<file path="config.mk">
export PLATFORM = sky130hd
export DESIGN_NAME = imem_load_ctrl
export DESIGN_NICKNAME = d
export VERILOG_FILES = /design/src/rtl/imem_load_ctrl.sv
export SDC_FILE = /design/constraint.sdc
export NUM_CORES = 1
export LEC_CHECK = 0
export BUFFER_PORTS_ARGS = -buffer_cell sky130_fd_sc_hd__buf_2
export CAP_MARGIN = 20
export CORE_MARGIN = 1.5
export CORE_UTILIZATION = 50
export DETAILED_ROUTE_END_ITERATION = 7
export GPL_ROUTABILITY_DRIVEN = 0
export PLACE_DENSITY = 0.79
export SKIP_LAST_GASP = 1
export SLEW_MARGIN = 20
export SYNTH_ARGS = -nofsm -noshare
export SYNTH_HDL_FRONTEND = slang
export SYNTH_SLANG_ARGS = --single-unit
</file>
<file path="constraint.sdc">
create_clock -name clk -period 2.9 [get_ports clk]
set_input_delay 0.435 -clock clk [delete_from_list [all_inputs] [get_ports clk]]
set_output_delay 0.435 -clock clk [all_outputs]
set_load 0.03 [all_outputs]
</file>
<file path="src/rtl/imem_load_ctrl.sv">
// -----------------------------------------------------------------------------
// imem_load_ctrl
//
// Boot/load controller for the instruction memory. A host streams instruction
// words over a valid/ready handshake; they are written sequentially from word
// address 0. When FILL_NOP is set, the words after the loaded image are padded
// with NOP_WORD up to DEPTH-1. The CPU (PC/fetch) is held in reset until the
// image is committed, then released. A later start reloads the memory.
//
// Ports:
//   clk        in   system clock, all state on the rising edge
//   rst        in   synchronous active-high reset
//   start      in   single-cycle request to begin a load
//   load_len   in   words to load (1..DEPTH), sampled on an accepted start
//   wr_valid   in   host word valid
//   wr_data    in   host instruction word
//   wr_ready   out  controller accepts a word this cycle
//   mem_we     out  instruction memory write enable
//   mem_waddr  out  instruction memory write word address
//   mem_wdata  out  instruction memory write data
//   cpu_hold   out  active-high hold/reset to PC and fetch
//   busy       out  load in progress (LOAD, PAD or FLUSH)
//   done       out  sticky: image committed, CPU running
//   err        out  sticky: last start had an illegal load_len
// -----------------------------------------------------------------------------
module imem_load_ctrl #(
  parameter int            DEPTH    = 64,
  parameter int            AW       = 6,
  parameter int            DW       = 32,
  parameter bit            FILL_NOP = 1'b1,
  parameter logic [DW-1:0] NOP_WORD = 32'h00000013
) (
  input  logic          clk,
  input  logic          rst,
  input  logic          start,
  input  logic [AW:0]   load_len,
  input  logic          wr_valid,
  input  logic [DW-1:0] wr_data,
  output logic          wr_ready,
  output logic          mem_we,
  output logic [AW-1:0] mem_waddr,
  output logic [DW-1:0] mem_wdata,
  output logic          cpu_hold,
  output logic          busy,
  output logic          done,
  output logic          err
);

  typedef enum logic [2:0] {
    IDLE,
    LOAD,
    PAD,
    FLUSH,
    RUN
  } state_t;

  localparam logic [AW:0] DEPTH_C = DEPTH[AW:0];
  localparam logic [AW:0] ONE_C   = 1;

  state_t        state_q, state_d;
  logic [AW:0]   cnt_q, cnt_d;
  logic [AW:0]   len_q, len_d;

  logic          wr_ready_d;
  logic          mem_we_d;
  logic [AW-1:0] mem_waddr_d;
  logic [DW-1:0] mem_wdata_d;
  logic          cpu_hold_d;
  logic          busy_d;
  logic          done_d;
  logic          err_d;

  logic          len_ok;
  logic          pad_needed;

  assign len_ok     = (load_len != '0) && (load_len <= DEPTH_C);
  assign pad_needed = FILL_NOP && (len_q < DEPTH_C);

  // State and every output are registered together so the outputs always
  // describe the state the controller is in during that cycle.
  always_ff @(posedge clk) begin
    if (rst) begin
      state_q   <= IDLE;
      cnt_q     <= '0;
      len_q     <= '0;
      wr_ready  <= 1'b0;
      mem_we    <= 1'b0;
      mem_waddr <= '0;
      mem_wdata <= '0;
      cpu_hold  <= 1'b1;
      busy      <= 1'b0;
      done      <= 1'b0;
      err       <= 1'b0;
    end else begin
      state_q   <= state_d;
      cnt_q     <= cnt_d;
      len_q     <= len_d;
      wr_ready  <= wr_ready_d;
      mem_we    <= mem_we_d;
      mem_waddr <= mem_waddr_d;
      mem_wdata <= mem_wdata_d;
      cpu_hold  <= cpu_hold_d;
      busy      <= busy_d;
      done      <= done_d;
      err       <= err_d;
    end
  end

  // Next-state and next-output logic. mem_we defaults low so a write lasts
  // exactly one cycle; the other outputs hold unless a transition changes them.
  always_comb begin
    state_d     = state_q;
    cnt_d       = cnt_q;
    len_d       = len_q;
    wr_ready_d  = wr_ready;
    mem_we_d    = 1'b0;
    mem_waddr_d = mem_waddr;
    mem_wdata_d = mem_wdata;
    cpu_hold_d  = cpu_hold;
    busy_d      = busy;
    done_d      = done;
    err_d       = err;

    unique case (state_q)
      IDLE, RUN: begin
        if (start) begin
          if (len_ok) begin
            state_d    = LOAD;
            len_d      = load_len;
            cnt_d      = '0;
            err_d      = 1'b0;
            done_d     = 1'b0;
            cpu_hold_d = 1'b1;
            busy_d     = 1'b1;
            wr_ready_d = 1'b1;
          end else begin
            // A bad length is only flagged; a running CPU keeps running.
            err_d = 1'b1;
          end
        end
      end

      LOAD: begin
        if (cnt_q == len_q) begin
          // Drain cycle: the last host word is on the write port now, so
          // the first pad write (if any) can be issued for the next cycle.
          if (pad_needed) begin
            state_d     = PAD;
            mem_we_d    = 1'b1;
            mem_waddr_d = cnt_q[AW-1:0];
            mem_wdata_d = NOP_WORD;
            cnt_d       = cnt_q + ONE_C;
          end else begin
            state_d = FLUSH;
          end
        end else if (wr_valid && wr_ready) begin
          mem_we_d    = 1'b1;
          mem_waddr_d = cnt_q[AW-1:0];
          mem_wdata_d = wr_data;
          cnt_d       = cnt_q + ONE_C;
          if (cnt_q == len_q - ONE_C) begin
            wr_ready_d = 1'b0;
          end
        end
      end

      PAD: begin
        // cnt reaching DEPTH means the write to DEPTH-1 is on the port now;
        // stopping here keeps the address from wrapping back to 0.
        if (cnt_q == DEPTH_C) begin
          state_d = FLUSH;
        end else begin
          mem_we_d    = 1'b1;
          mem_waddr_d = cnt_q[AW-1:0];
          mem_wdata_d = NOP_WORD;
          cnt_d       = cnt_q + ONE_C;
        end
      end

      FLUSH: begin
        // One quiet cycle so the final write lands before the first fetch.
        state_d    = RUN;
        cpu_hold_d = 1'b0;
        done_d     = 1'b1;
        busy_d     = 1'b0;
      end

      default: begin
        state_d = IDLE;
      end
    endcase
  end

endmodule

</file>
Word level (Yosys, flattened, before mapping)
Cells that the tools add are included.

Add/sub/neg operators: 2. Magnitude comparators: 2. Equal/unequal tests: 17. Bitwise gates (word level): 0. Shifts and indexed selects: 0. Multiply operators: 0. Reduce and logical (&&, ||, !) cells: 16. Multiplexer cells: 39. Divide/modulo/power cells: 0.

Operator list (count): $mux W32 (4); $pmux W32 S2 (1); $mux W7 (6); $mux W6 (4); $pmux W7 S3 (1); $ne A2 B2 Y1 const B (8); $eq A7 B7 Y1 (2); $mux W1 (13); $mux W3 (4); $pmux W3 S4 (1); $pmux W6 S2 (1); $reduce_and A6 Y1 (2); $pmux W1 S2 (4); $reduce_and A4 Y1 (2); $add A7 B1 Y7 const B (1); $eq A7 B7 Y1 const B (1); $le A7 B7 Y1 const B (1); $lt A7 B7 Y1 const B (1); $reduce_bool A7 Y1 (1); $sub A7 B1 Y7 const B (1); $eq A3 B2 Y1 const B (2); $ne A3 B3 Y1 const B (2); $reduce_and A3 Y1 (2); $reduce_bool A2 Y1 (3); 7 further kinds (8).

Memory bits (writable): 0. ROM bits: 0. Flip-flop bits (word level): 61. Bits in latches: 0. Input bits: 43. Output and inout port bits: 44. Memories kept: 0. Logic and storage cells: 87.

Longest topological paths before layout
Gate-level depths: netlist of run 1.

Word-level depth: 6. Mapped depth: 10. Depth with buffers taken out: 8.

Least setup slack after synthesis of run 1
Ideal clock, no wire load.

Path type: input-to-reg. Start: input load_len[0]. End: register cnt_q[1]. Data required time: 2.829 ns. Setup time: 0.071 ns. Arrival time: 2.163 ns. Buffers on the path: 1. Stages: 7. Slack: 0.666 ns. Cells stage by stage: nor4_1 -> mux2i_1 -> o22ai_1 -> a311o_1 -> buf_6 -> or3_1 -> a21oi_1.

Word-level cells in the longest chain between the ends: 4. Elaborated cells between the ends (all ways): 5. Those cells by class: order compare (1); eq/ne (1); reduce/logical (3).

RTL lines: start, declared (RTL line 36) `input logic [AW:0] load_len,`; $le A7 B7 Y1 or $reduce_bool A7 Y1 (tied branches) (RTL line 76) `assign len_ok = (load_len != '0) && (load_len <= DEPTH_C);`; $logic_and A1 B1 Y1 * (RTL line 76); $ne A2 B2 Y1 (no source line) *; $reduce_and A6 Y1 (no source line) *; end signal, assigned (RTL line 96) `cnt_q <= cnt_d;`; end, declared (RTL line 61) `logic [AW:0] cnt_q, cnt_d;`.

Mark *: on every way between the ends. The rest lies on a longest branch, timed or not. A chain may end at the register's enable or synchronous reset.

Worst setup path after layout of run 1
Start: register len_q[6]. End: register mem_wdata[28].

Word-level cells in the longest chain between the ends: 3. Elaborated cells between the ends (all ways): 7. Those cells by class: order compare (1); eq/ne (3); mux (2); reduce/logical (1).

RTL lines: start, declared (RTL line 62) `logic [AW:0] len_q, len_d;`; start signal, assigned (RTL line 97) `len_q <= len_d;`; $lt A7 B7 Y1 or $eq A7 B7 Y1 (tied branches) (RTL line 77, 144); $ne A3 B3 Y1 (no source line) or $mux W32 (tied branches); $reduce_and A4 Y1 (no source line) or $pmux W32 S2 (tied branches); end signal, assigned (RTL line 101) `mem_wdata <= mem_wdata_d;`; end, declared (RTL line 42) `output logic [DW-1:0] mem_wdata,`.

Parallel ways exist; a longest one is shown, timed or not.

==> results of run 1 <==
[cell type report]
cell class	count	share of cell area, %
multi-input cells	244	40.20
flip-flops and latches	61	35.25
clock inverters	6	3.214
well taps	70	2.528
repair buffers	94	14.16
clock buffers	10	3.684
inverters	9	0.9751
[kinds of logic after synthesis]
family	Yosys count	share of synthesized area (%)
AND/OR/NAND/NOR	144	25.58
AO/OA/AOI/OAI	76	16.48
buffers and inverters	31	4.851
multiplexers	7	2.563
adder cells (fa/ha/maj)	3	1.373
XOR/XNOR	14	4.485
flip-flops	61	44.67
[power by group]
| part | switching (mW) | internal [mW] | leakage (nW) | total (mW) |
|---|---|---|---|---|
| sequential | 0.134 | 1.01 | 0.496 | 1.14 |
| clock | 0.330 | 0.571 | 0.116 | 0.901 |
| combinational | 1.07 | 0.496 | 0.918 | 1.57 |
| total | 1.53 | 2.08 | 1.53 | 3.61 |
[registers in the layout, indices dropped and copies added, names as in the netlist]
| name | count |
|---|---|
| busy | 1 |
| cnt_q | 7 |
| cpu_hold | 1 |
| done | 1 |
| err | 1 |
| len_q | 7 |
| mem_waddr | 6 |
| mem_wdata | 32 |
| mem_we | 1 |
| state_q | 3 |
| wr_ready | 1 |
[worst reg2reg max path, stage by stage, from the launching register on]
cell	delay (ns)
sky130_fd_sc_hd__dfxtp_1	0.46
sky130_fd_sc_hd__xor2_1	0.31
sky130_fd_sc_hd__nor4_2	0.13
sky130_fd_sc_hd__and2_4	0.18
sky130_fd_sc_hd__o311ai_4	0.77
sky130_fd_sc_hd__buf_4	0.37
sky130_fd_sc_hd__nand3_1	0.10
sky130_fd_sc_hd__a21oi_1	0.17
[stage by stage]
| step | util, % | cells |
|---|---|---|
| 2_1_floorplan | - | 336 |
| 3_3_place_gp | 61.97 | 478 |
| 3_5_place_dp | 61.97 | 478 |
| 4_1_cts | 66.56 | 494 |
| 5_1_grt | 66.56 | 494 |
| 6_report | 66.56 | 494 |
[path summary, 6_finish.rpt]
kind | slack (ns) | from | endpoint | depth (start not counted)
setup / recovery | 0.33 | len_q[6]$_SDFFE_PP0P_ | mem_wdata[28]$_SDFFE_PP0P_ | 7
hold / removal | 0.35 | wr_data[3] | mem_wdata[3]$_SDFFE_PP0P_ | 3
setup reg to reg | 0.33 | len_q[6]$_SDFFE_PP0P_ | mem_wdata[28]$_SDFFE_PP0P_ | 7
hold reg to reg | 0.45 | cpu_hold$_SDFFE_PP1P_ | cpu_hold$_SDFFE_PP1P_ | 2
[per-layer routing]
| layer | global-route usage, % | share of wire (%) | vias up |
|---|---|---|---|
| met2 | 38.76 | 50 | 79 |
| met1 | 27.56 | 42 | 1242 |
| met4 | 11.11 | 1.6 | 0 |
| li1 | - | - | 1336 |
| met3 | 4.048 | 5.9 | 9 |
| met5 | 0 | 0 | - |
[placed cells by master, fill, tap and decap left out, drive strengths merged, types with 4 or more instances in the layout]
master / instances
buf: 94
dfxtp: 61
nand2: 53
a21oi: 47
nand3: 32
nor2: 23
xor2: 11
o21ai: 11
clkbuf: 10
inv: 9
mux2i: 7
nand2b: 6
or3: 6
a311oi: 4
==> metrics.log, run 1 <==
INFO  metric outcome = completed
INFO  metric rsz0062_at_grt = no
INFO  metric wl = approximately 6.5 mm
INFO  metric post_synth_main_area_contributors = sky130_fd_sc_hd__dfxtp_1 45%, sky130_fd_sc_hd__a21oi_1 8.6%, sky130_fd_sc_hd__nand2_1 7.3%
INFO  metric ys_types = 46
INFO  metric cts_tree = built
INFO  metric setup_total_negative_slack = 0 ns
INFO  metric clk_transition_reported_paths = about 0.070 ns
INFO  metric global_route_wire_length_before_repair = roughly 11 mm
INFO  metric slowest_stage = sky130_fd_sc_hd__o311ai_4
INFO  metric worstSetupPathType = flop to flop
INFO  metric worstPathCellList = xor2_1 > nor4_2 > and2_4 > o311ai_4 > buf_4 > nand3_1 > a21oi_1
INFO  metric num_vias = 2666
INFO  metric cts-root-buf = sky130_fd_sc_hd__clkbuf_8
INFO  metric drt-vias-per-instance = 5.397
INFO  metric synth_common_cells = 61 x sky130_fd_sc_hd__dfxtp_1, 53 x sky130_fd_sc_hd__nand2_1, 47 x sky130_fd_sc_hd__a21oi_1
INFO  metric clk_latency = between 0.3 and 0.4 ns
INFO  metric ys.warnings.count = 0
INFO  metric drt-wirelength-per-cell = between 10 and 15 µm
INFO  metric timing.slew.headroom = between 40% and 50%
INFO  metric power.density_cell_area = 1043 nW/µm²
INFO  metric port-buffer-count = 86
INFO  metric n_fill_cell = 462
INFO  metric most_used_standard_cell_by_instance_count_after_synthesis = sky130_fd_sc_hd__dfxtp_1
INFO  metric timing.critical_path.max_delay_family = compound AO/OA/AOI/OAI gates
INFO  metric drt_drc_violations_left = 0
INFO  metric synth_area_per_cell = a little over 8 µm²
INFO  metric ctsHoldBuffers = 0
INFO  metric first_global_vias = 2473
INFO  metric synthFlopType = sky130_fd_sc_hd__dfxtp_1
INFO  metric n_antenna_cell = 0
INFO  metric groute.usage.overall = 22.77%
INFO  metric yosys.area.top_type_share = 44.67%
INFO  metric timing.final.crit_period = roughly 2.6 ns
INFO  metric post_synth_instance_area = 2734 µm²
INFO  metric die_w = about 77 µm
INFO  metric timing.final.setup_violations = 0
INFO  metric cts_buffers = 9
INFO  metric postLayoutCellArea = 3465 µm²
INFO  metric detailed_place_hpwl = roughly 4.6 mm
INFO  metric signed_area_change_from_the_synthesized_netlist_to_the_final_layout = 26.73%
INFO  metric design_power_total = 3.613 mW
INFO  metric synth_fp_nets = approximately 380
INFO  metric synth_area_leader_cell = sky130_fd_sc_hd__dfxtp_1
INFO  metric share_of_flip_flops_with_an_asynchronous_set_or_reset_after_synthesis = 0%
INFO  metric design.final.nets = 465
INFO  metric antenna_found_initial = 0
INFO  metric placed_area = 3226 µm²
INFO  metric worst-endpoint-arrival = 2.82 ns
INFO  metric detail_route.first_pass.iterations = 4
INFO  metric h-tree-depth = 3
INFO  metric fin_hold_ws = 0.3489 ns
INFO  metric grt_start_max_net_pins = 36
INFO  metric cts_post_setup_buffers_inserted = 0
INFO  metric timing.critical_path.slowest_cell_delay = 0.77 ns
INFO  metric clock_sink_count = 61
INFO  metric synth_sequential_area_ratio = 44.67%
INFO  metric end_kind = flop
INFO  metric slew_viol_final = 0
INFO  metric max_slew.worst_pin.slew = 0.8825 ns
INFO  metric postSynthRegisterBits = 61
INFO  metric worstPathRequired = 3.15 ns
INFO  metric num_rows = 26
INFO  metric achievable-frequency = 0.3895 GHz
INFO  metric floorplan.initialDensity = 52.52%
INFO  metric multiInputGateArea = 1393 µm²
INFO  metric fin_worst_skew = 0.01005 ns
INFO  metric die_y = between 70 and 80 µm
INFO  metric start_kind = flop
INFO  metric timing.max_cap.violations = 0
INFO  metric drive_gt1_share = 27.12%
INFO  metric worst_hold_path_type = input port to flop
INFO  metric core-area = ~5200 µm²
INFO  metric globalRoute.totalOverflow = 0
INFO  metric final_critical_path_setup_slack = 0.3327 ns
INFO  metric power_leakage = around 1.5 nW
INFO  metric drt_first_iter_violations = roughly 140
INFO  metric final_antenna_net_count = 0
INFO  metric floorplan.die_area = just under 6000 µm²
INFO  metric ir_drop = ~0.58 mV
INFO  metric clock_path_buffers = 2
INFO  metric cell_count_after_synthesis = 336
INFO  metric path_buf_inv = 1
INFO  metric place_ws = 0.3604 ns
INFO  metric top_level_ports = 87
INFO  metric post-route-period-util = 88.53%
INFO  metric timing_hold_violations_final = 0
INFO  metric top_fanout_value_on_the_critical_path = 23
INFO  metric layout.area.seq = about 1200 µm²
INFO  metric post_cts.resized_instances = 0
INFO  metric synth_edf_count = 0
Power figures use the tool's default switching activity.
==> run 2: changes to the inputs <==
--- a/config.mk
+++ b/config.mk
@@ -5,15 +5,18 @@
 export SDC_FILE = /design/constraint.sdc
 export NUM_CORES = 1
 export LEC_CHECK = 0
+export ABC_AREA = 1
 export BUFFER_PORTS_ARGS = -buffer_cell sky130_fd_sc_hd__buf_2
 export CAP_MARGIN = 20
 export CORE_MARGIN = 1.5
 export CORE_UTILIZATION = 50
+export CTS_CLUSTER_SIZE = 24
 export DETAILED_ROUTE_END_ITERATION = 7
 export GPL_ROUTABILITY_DRIVEN = 0
-export PLACE_DENSITY = 0.79
+export PLACE_DENSITY = 0.76
 export SKIP_LAST_GASP = 1
 export SLEW_MARGIN = 20
 export SYNTH_ARGS = -nofsm -noshare
 export SYNTH_HDL_FRONTEND = slang
 export SYNTH_SLANG_ARGS = --single-unit
+export TNS_END_PERCENT = 10
==> metrics.log, run 2 <==
INFO  metric outcome = completed
INFO  metric signed_area_change_from_the_synthesized_netlist_to_the_final_layout = 19.18%
INFO  metric worstPathRequired = 3.12 ns
INFO  metric die_w = between 80 and 90 µm
INFO  metric finalNonFillerCells = 670
INFO  metric fin_hold_ws = 0.3938 ns
INFO  metric yosys.area.top_type_share = 37.60%
INFO  metric post-route-period-util = between 70% and 80%
INFO  metric power_leakage = 2.042 nW
INFO  metric largest-register = mem_wdata
INFO  metric end_kind = flop
INFO  metric post_synth_instance_area = 3248 µm²
INFO  metric worst-endpoint-arrival = about 2.4 ns
INFO  metric globalRoute.totalOverflow = 0
INFO  metric final_util = 61.32%
INFO  metric post_synth_main_area_contributors = sky130_fd_sc_hd__dfxtp_1 38%, sky130_fd_sc_hd__nand2_1 17%, sky130_fd_sc_hd__nand3_1 14%
INFO  metric drt-vias-per-instance = 4.942
INFO  metric cts-root-buf = sky130_fd_sc_hd__clkbuf_8
INFO  metric power.density_cell_area = about 1300 nW/µm²
INFO  metric synth_area_per_cell = ~6.3 µm²
INFO  metric core-area = 6314 µm²
INFO  metric timing.critical_path.mode_cell = sky130_fd_sc_hd__nand2_1
INFO  metric first_global_vias = 3034
INFO  metric wl = about 7.8 mm
INFO  metric worst-r2r-cell-count = 11
INFO  metric synth_edf_count = 0
INFO  metric drt_first_iter_violations = ~210
INFO  metric clock_sink_count = approximately 60
INFO  metric global_route_wire_length_before_repair = between 10 and 15 mm
INFO  metric final_critical_path_setup_slack = 0.7149 ns
INFO  metric groute.usage.overall = 23.00%
INFO  metric floorplan.die_area = 6989 µm²
INFO  metric flop_to_flop_setup_slack = a little over 0.7 ns
INFO  metric synth_sequential_area_ratio = 37.60%
INFO  metric synth_common_cells = 144 x sky130_fd_sc_hd__nand2_1, 92 x sky130_fd_sc_hd__nand3_1, 63 x sky130_fd_sc_hd__inv_1
INFO  metric biggestRegsByFlops = mem_wdata (32), cnt_q (7), len_q (7)
INFO  metric worstSetupPathType = flop to flop
INFO  metric synth_area_leader_cell = sky130_fd_sc_hd__dfxtp_1
INFO  metric worstReg2RegEnd = cnt_q[0]$_SDFFE_PP0P_
INFO  metric max_slew.worst_pin.slew = between 0.6 and 0.7 ns
INFO  metric drt-wirelength-per-cell = 11.58 µm
INFO  metric postSynthRegisterBits = 61
INFO  metric num_rows = 29
INFO  metric synth_fp_nets = 558
INFO  metric post_cts.resized_instances = 0
INFO  metric achievable-frequency = 0.4576 GHz
INFO  metric worst_hold_path_type = input port to flop
INFO  metric ys.warnings.count = 0
INFO  metric cell_count_after_synthesis = 512
INFO  metric rsz0062_at_grt = no
INFO  metric drt_drc_violations_left = 0
INFO  metric antenna_found_initial = 0
INFO  metric most_used_standard_cell_by_instance_count_after_synthesis = sky130_fd_sc_hd__nand2_1
INFO  metric h-tree-depth = 3
INFO  metric timing.critical_path.slowest_cell_delay = 0.32 ns
INFO  metric ctsHoldBuffers = 0
INFO  metric worstPathCellList = inv_1 > nand3_2 > buf_4 > nand2_1 > inv_1 > nand2_1 > o21ai_1 > nor2_2 > nand2_2 > nand2_1 > a21oi_1
INFO  metric clock_path_buffers = 2
INFO  metric timing_hold_violations_final = 0
INFO  metric fin_worst_skew = 0.004787 ns
INFO  metric timing.rr.start = state_q[2]$_SDFFE_PP0P_
INFO  metric cts_tree = built
INFO  metric die_y = 83.60 µm
INFO  metric start_kind = flop
INFO  metric design.final.nets = 634
INFO  metric num_vias = 3311
INFO  metric top_fanout_value_on_the_critical_path = 17
INFO  metric floorplan.initialDensity = 51.45%
INFO  metric slew_viol_final = 0
INFO  metric port-buffer-count = 86
INFO  metric holdCritStartpoint = load_len[2]
INFO  metric largest_register_ff_count = 32
INFO  metric slowest_stage = sky130_fd_sc_hd__dfxtp_1
INFO  metric cts_buffers = 9
INFO  metric share_of_flip_flops_with_an_asynchronous_set_or_reset_after_synthesis = 0%
INFO  metric top_level_ports = 87
INFO  metric drive_gt1_share = 19.73%
INFO  metric cts_post_setup_buffers_inserted = 0
INFO  metric clk_latency = 0.34 ns
INFO  metric n_antenna_cell = 0
INFO  metric timing.max_cap.violations = 0
INFO  metric final_antenna_net_count = 0
INFO  metric ys_types = 26
INFO  metric mostFrequentLayoutCell = sky130_fd_sc_hd__nand2_1
INFO  metric detail_route.first_pass.iterations = 5
INFO  metric place_ws = 0.7198 ns
INFO  metric hold_end = len_q[2]$_SDFFE_PP0P_
INFO  metric synthFlopType = sky130_fd_sc_hd__dfxtp_1
INFO  metric ir_drop = 0.7513 mV
INFO  metric clk_transition_reported_paths = ~0.070 ns
INFO  metric setup_total_negative_slack = 0 ns
INFO  metric placedCellCount = 654
INFO  metric detailed_place_hpwl = approximately 5.5 mm
INFO  metric grt_start_max_net_pins = 40
INFO  metric timing.final.crit_period = 2.185 ns
INFO  metric timing.final.setup_violations = 0
INFO  metric most_frequent_cells_in_the_layout = 144 x sky130_fd_sc_hd__nand2_1, 92 x sky130_fd_sc_hd__nand3_1, 86 x sky130_fd_sc_hd__buf_2
INFO  metric hold_depth = 3
INFO  metric timing.slew.headroom = roughly 60%
run 2: cell count changes after synthesis, sizes merged, moves of 6 or more:
cell	before	now
nand2	53	147
nand3	32	93
inv	9	66
nor2	23	62
a21oi	47	24
buf	8	15
mux2i	7	0
nand2b	6	0
or3	6	0
run 2: power breakdown:
part | internal [mW] | switching, mW
logic | 0.897 | 2.06
registers | 1.14 | 0.181
clock network | 0.470 | 0.335
total | 2.51 | 2.57
run 2: per-layer routing:
layer | part of all wire (%) | wire length [µm] | vias to the layer above | global-route usage, %
li1 | - | - | 1743 | -
met5 | 0 | 0 | - | 0
met1 | 46 | 3602 | 1458 | 29.01
met4 | 1.3 | 100 | 0 | 7.154
met3 | 5.9 | 461 | 13 | 6.429
met2 | 46 | 3595 | 97 | 38.20
run 2: cells by family after synthesis:
| group | after synthesis | synth area share (%) |
|---|---|---|
| xor gates and xnor gates | 9 | 2.427 |
| AOI/OAI and AO/OA | 35 | 5.586 |
| buffers and inverters | 94 | 12.90 |
| DFF | 61 | 37.60 |
| adders and majority gates | 3 | 1.156 |
| and+or+nand+nor | 310 | 40.33 |
run 2: worst max-delay path by stage:
stage,from,end
2_1_floorplan,cnt_q[1]$_SDFFE_PP0P_,mem_wdata[12]$_SDFFE_PP0P_
3_3_place_gp,state_q[2]$_SDFFE_PP0P_,cnt_q[2]$_SDFFE_PP0P_
3_5_place_dp,state_q[2]$_SDFFE_PP0P_,cnt_q[0]$_SDFFE_PP0P_
4_1_cts,state_q[2]$_SDFFE_PP0P_,cnt_q[0]$_SDFFE_PP0P_
5_1_grt,state_q[2]$_SDFFE_PP0P_,cnt_q[5]$_SDFFE_PP0P_
6_report,state_q[2]$_SDFFE_PP0P_,cnt_q[0]$_SDFFE_PP0P_
run 2: critical path, delay by kind of cell (launching register included):
kind | cells | cell delay, ns
buffers and inverters | 3 | 0.50
DFF | 1 | 0.32
and+or+nand+nor | 6 | 1.09
AOI/OAI and AO/OA | 2 | 0.13
run 2: cell type report:
class,count,area [µm²]
tap,77,96.34
fill,625,2442
multi-input combinational,357,1608
clock inverter,4,53.80
inverter,67,251.5
sequential,61,1221
clock buffer,12,165.2
timing repair buffer,92,475.5
run 2: per-stage QoR:
stage                     total power, mW  area [µm²]
after floorplan                     3.740        3248
after CTS                           5.094        3871
after detailed placement            4.273        3652
final                               5.077        3871
after global routing                5.557        3871
after global placement              4.219        3652
==> run 3: changes to the inputs <==
--- a/config.mk
+++ b/config.mk
@@ -9,11 +9,11 @@
 export BUFFER_PORTS_ARGS = -buffer_cell sky130_fd_sc_hd__buf_2
 export CAP_MARGIN = 20
 export CORE_MARGIN = 1.5
-export CORE_UTILIZATION = 50
+export CORE_UTILIZATION = 48
 export CTS_CLUSTER_SIZE = 24
 export DETAILED_ROUTE_END_ITERATION = 7
 export GPL_ROUTABILITY_DRIVEN = 0
-export PLACE_DENSITY = 0.76
+export PLACE_DENSITY = 0.77
 export SKIP_LAST_GASP = 1
 export SLEW_MARGIN = 20
 export SYNTH_ARGS = -nofsm -noshare
==> constraint.sdc (replaced) <==
create_clock -name clk -period 1.8 [get_ports clk]
set_input_delay 0.27 -clock clk [delete_from_list [all_inputs] [get_ports clk]]
set_output_delay 0.27 -clock clk [all_outputs]
set_load 0.03 [all_outputs]
==> metrics.log, run 3 (synthesis gave the netlist of run 2 again) <==
INFO  metric outcome = finished, violations left
INFO  metric violations = design-rule violations
INFO  metric top_fanout_value_on_the_critical_path = 13
INFO  metric timing.critical_path.max_delay_family = simple AND/OR/NAND/NOR gates
INFO  metric drt-vias-per-instance = 5.059
INFO  metric worstSetupPathType = flop to flop
INFO  metric timing.final.setup_violations = 0
INFO  metric rsz0062_at_grt = yes
INFO  metric fin_worst_skew = roughly 0.008 ns
INFO  metric core-area = 6459 µm²
INFO  metric port-buffer-count = 86
INFO  metric multiInputGateArea = 1637 µm²
INFO  metric timing.critical_path.mode_cell = sky130_fd_sc_hd__nand2_1
INFO  metric global_route_wire_length_before_repair = 13.01 mm
INFO  metric final_antenna_net_count = 0
INFO  metric setup_total_negative_slack = 0 ns
INFO  metric cts_buffers = 9
INFO  metric final_util = 62.40%
INFO  metric n_antenna_cell = 0
INFO  metric cts-root-buf = sky130_fd_sc_hd__clkbuf_8
INFO  metric drt-wirelength-per-cell = 11.78 µm
INFO  metric flop_to_flop_setup_slack = 0.12 ns
INFO  metric placed_area = around 3800 µm²
INFO  metric finalNonFillerCells = 683
INFO  metric wl = between 8 and 9 mm
INFO  metric timing.max_cap.violations = 0
INFO  metric drive_gt1_share = 23.27%
INFO  metric h-tree-depth = 3
INFO  metric start_kind = flop
INFO  metric max_slew.worst_pin.slew = approximately 0.47 ns
INFO  metric groute.usage.overall = 21.92%
INFO  metric clock_sink_count = 61
INFO  metric path_buf_inv = 1
INFO  metric postLayoutCellArea = 4030 µm²
INFO  metric die_y = 85.26 µm
INFO  metric clk_transition_reported_paths = roughly 0.070 ns
INFO  metric worstPathCellList = nand2_1 > nand2_1 > nand2_1 > nor2_2 > nand3_1 > nand2_1 > nand2_4 > nand2_4 > clkbuf_16 > nand2_1 > nand2_1 > nor2_1
INFO  metric die_w = 85.26 µm
INFO  metric cts_tree = built
INFO  metric layout.area.seq = about 1200 µm²
INFO  metric end_kind = flop
INFO  metric timing.slew.headroom = 68.74%
INFO  metric timing.final.crit_period = 1.680 ns
INFO  metric biggestRegsByFlops = mem_wdata (32), cnt_q (7), len_q (7)
INFO  metric antenna_found_initial = 0
INFO  metric grt_start_max_net_pins = 46
INFO  metric post-route-period-util = 93.35%
INFO  metric power.density_cell_area = 2155 nW/µm²
INFO  metric final_critical_path_setup_slack = 0.1197 ns
INFO  metric largest-register = mem_wdata
INFO  metric worst-endpoint-arrival = 1.89 ns
INFO  metric detail_route.first_pass.iterations = 7
INFO  metric clk_latency = between 0.3 and 0.4 ns
INFO  metric floorplan.initialDensity = 50.29%
INFO  metric fin_hold_ws = 0.1580 ns
INFO  metric clock_path_buffers = 2
INFO  metric drt_drc_violations_left = 9
INFO  metric timing_hold_violations_final = 0
INFO  metric signed_area_change_from_the_synthesized_netlist_to_the_final_layout = 24.08%
INFO  metric drt_first_iter_violations = between 200 and 250
INFO  metric num_rows = 29
INFO  metric place_ws = between 0.05 and 0.06 ns
INFO  metric placedCellCount = 666
INFO  metric ir_drop = 1.015 mV
INFO  metric power_leakage = 2.134 nW
INFO  metric first_global_vias = 2957
INFO  metric design.final.nets = 647
INFO  metric top_level_ports = 87
INFO  metric mostFrequentLayoutCell = sky130_fd_sc_hd__nand2_1
INFO  metric achievable-frequency = 0.5951 GHz
INFO  metric timing.critical_path.slowest_cell_delay = 0.43 ns
INFO  metric most_frequent_cells_in_the_layout = 143 x sky130_fd_sc_hd__nand2_1, 92 x sky130_fd_sc_hd__nand3_1, 86 x sky130_fd_sc_hd__buf_2
INFO  metric design_power_total = between 8 and 9 mW
INFO  metric detailed_place_hpwl = 5.656 mm
INFO  metric globalRoute.totalOverflow = 0
INFO  metric num_vias = roughly 3500
INFO  metric n_fill_cell = 621
INFO  metric floorplan.die_area = 7269 µm²
INFO  metric worst_hold_path_type = input port to flop
INFO  metric slew_viol_final = 0
INFO  metric slowest_stage = sky130_fd_sc_hd__dfxtp_1
INFO  metric worstPathRequired = 2.01 ns
INFO  metric cts_post_setup_buffers_inserted = 0
INFO  metric largest_register_ff_count = 32
-- run 3: cell types whose count changed in the layout (fill, tap and decap cells not counted), moves of 3 or more --
| cell | delta |
|---|---|
| sky130_fd_sc_hd__inv_1 | -4 |
| sky130_fd_sc_hd__inv_2 | +4 |
| sky130_fd_sc_hd__dfxtp_2 | +4 |
| sky130_fd_sc_hd__dfxtp_1 | -4 |
| sky130_fd_sc_hd__buf_4 | +8 |
| sky130_fd_sc_hd__nand2_4 | +3 |
-- run 3: layout make-up --
type	count	share of cell area [%]
inverters	67	6.240
multi-input cells	357	40.61
well taps	77	2.391
repair buffers	105	15.55
clock buffers	12	3.601
clock inverters	4	1.180
flip-flops and latches	61	30.43
-- run 3: timing repair --
item                                    4_1_cts  5_1_grt
resized for setup                             0       19
endpoints found under the setup margin        0       47
hold buffers                                  0        0
-- run 3: path summary, 6_finish.rpt --
| path | startpoint | endpoint | depth (start not counted) |
|---|---|---|---|
| setup / recovery | len_q[4]$_SDFFE_PP0P_ | mem_wdata[24]$_SDFFE_PP0P_ | 12 |
| setup reg to reg | len_q[4]$_SDFFE_PP0P_ | mem_wdata[24]$_SDFFE_PP0P_ | 12 |
| hold / removal | rst | done$_SDFFE_PP0P_ | 2 |
| hold reg to reg | mem_waddr[2]$_SDFFE_PP0P_ | mem_waddr[2]$_SDFFE_PP0P_ | 2 |
-- run 3: power breakdown --
group          leakage [nW]  switching, mW  total, mW  internal (mW)
registers             0.502          0.266       2.10           1.84
clock network        0.0964          0.545       1.22          0.674
logic                  1.54           3.49       5.37           1.88
total                  2.13           4.30       8.69           4.39
-- run 3: layer usage --
layer  global-route usage [%]  vias to the layer above  part of all wire (%)
li1                         -                     1773                     -
met1                    28.49                     1554                    45
met2                    35.86                      113                    47
met3                    4.183                       15                   6.4
met4                    8.944                        0                   1.7
met5                        0                        -                     0
-- run 3: worst reg2reg max path, cell delays in order (launching register included) --
cell and delay, ns:
sky130_fd_sc_hd__dfxtp_1 0.43, sky130_fd_sc_hd__nand2_1 0.08, sky130_fd_sc_hd__nand2_1 0.09, sky130_fd_sc_hd__nand2_1 0.06
sky130_fd_sc_hd__nor2_2 0.14, sky130_fd_sc_hd__nand3_1 0.09, sky130_fd_sc_hd__nand2_1 0.14, sky130_fd_sc_hd__nand2_4 0.10
sky130_fd_sc_hd__nand2_4 0.12, sky130_fd_sc_hd__clkbuf_16 0.17, sky130_fd_sc_hd__nand2_1 0.05, sky130_fd_sc_hd__nand2_1 0.05
sky130_fd_sc_hd__nor2_1 0.03
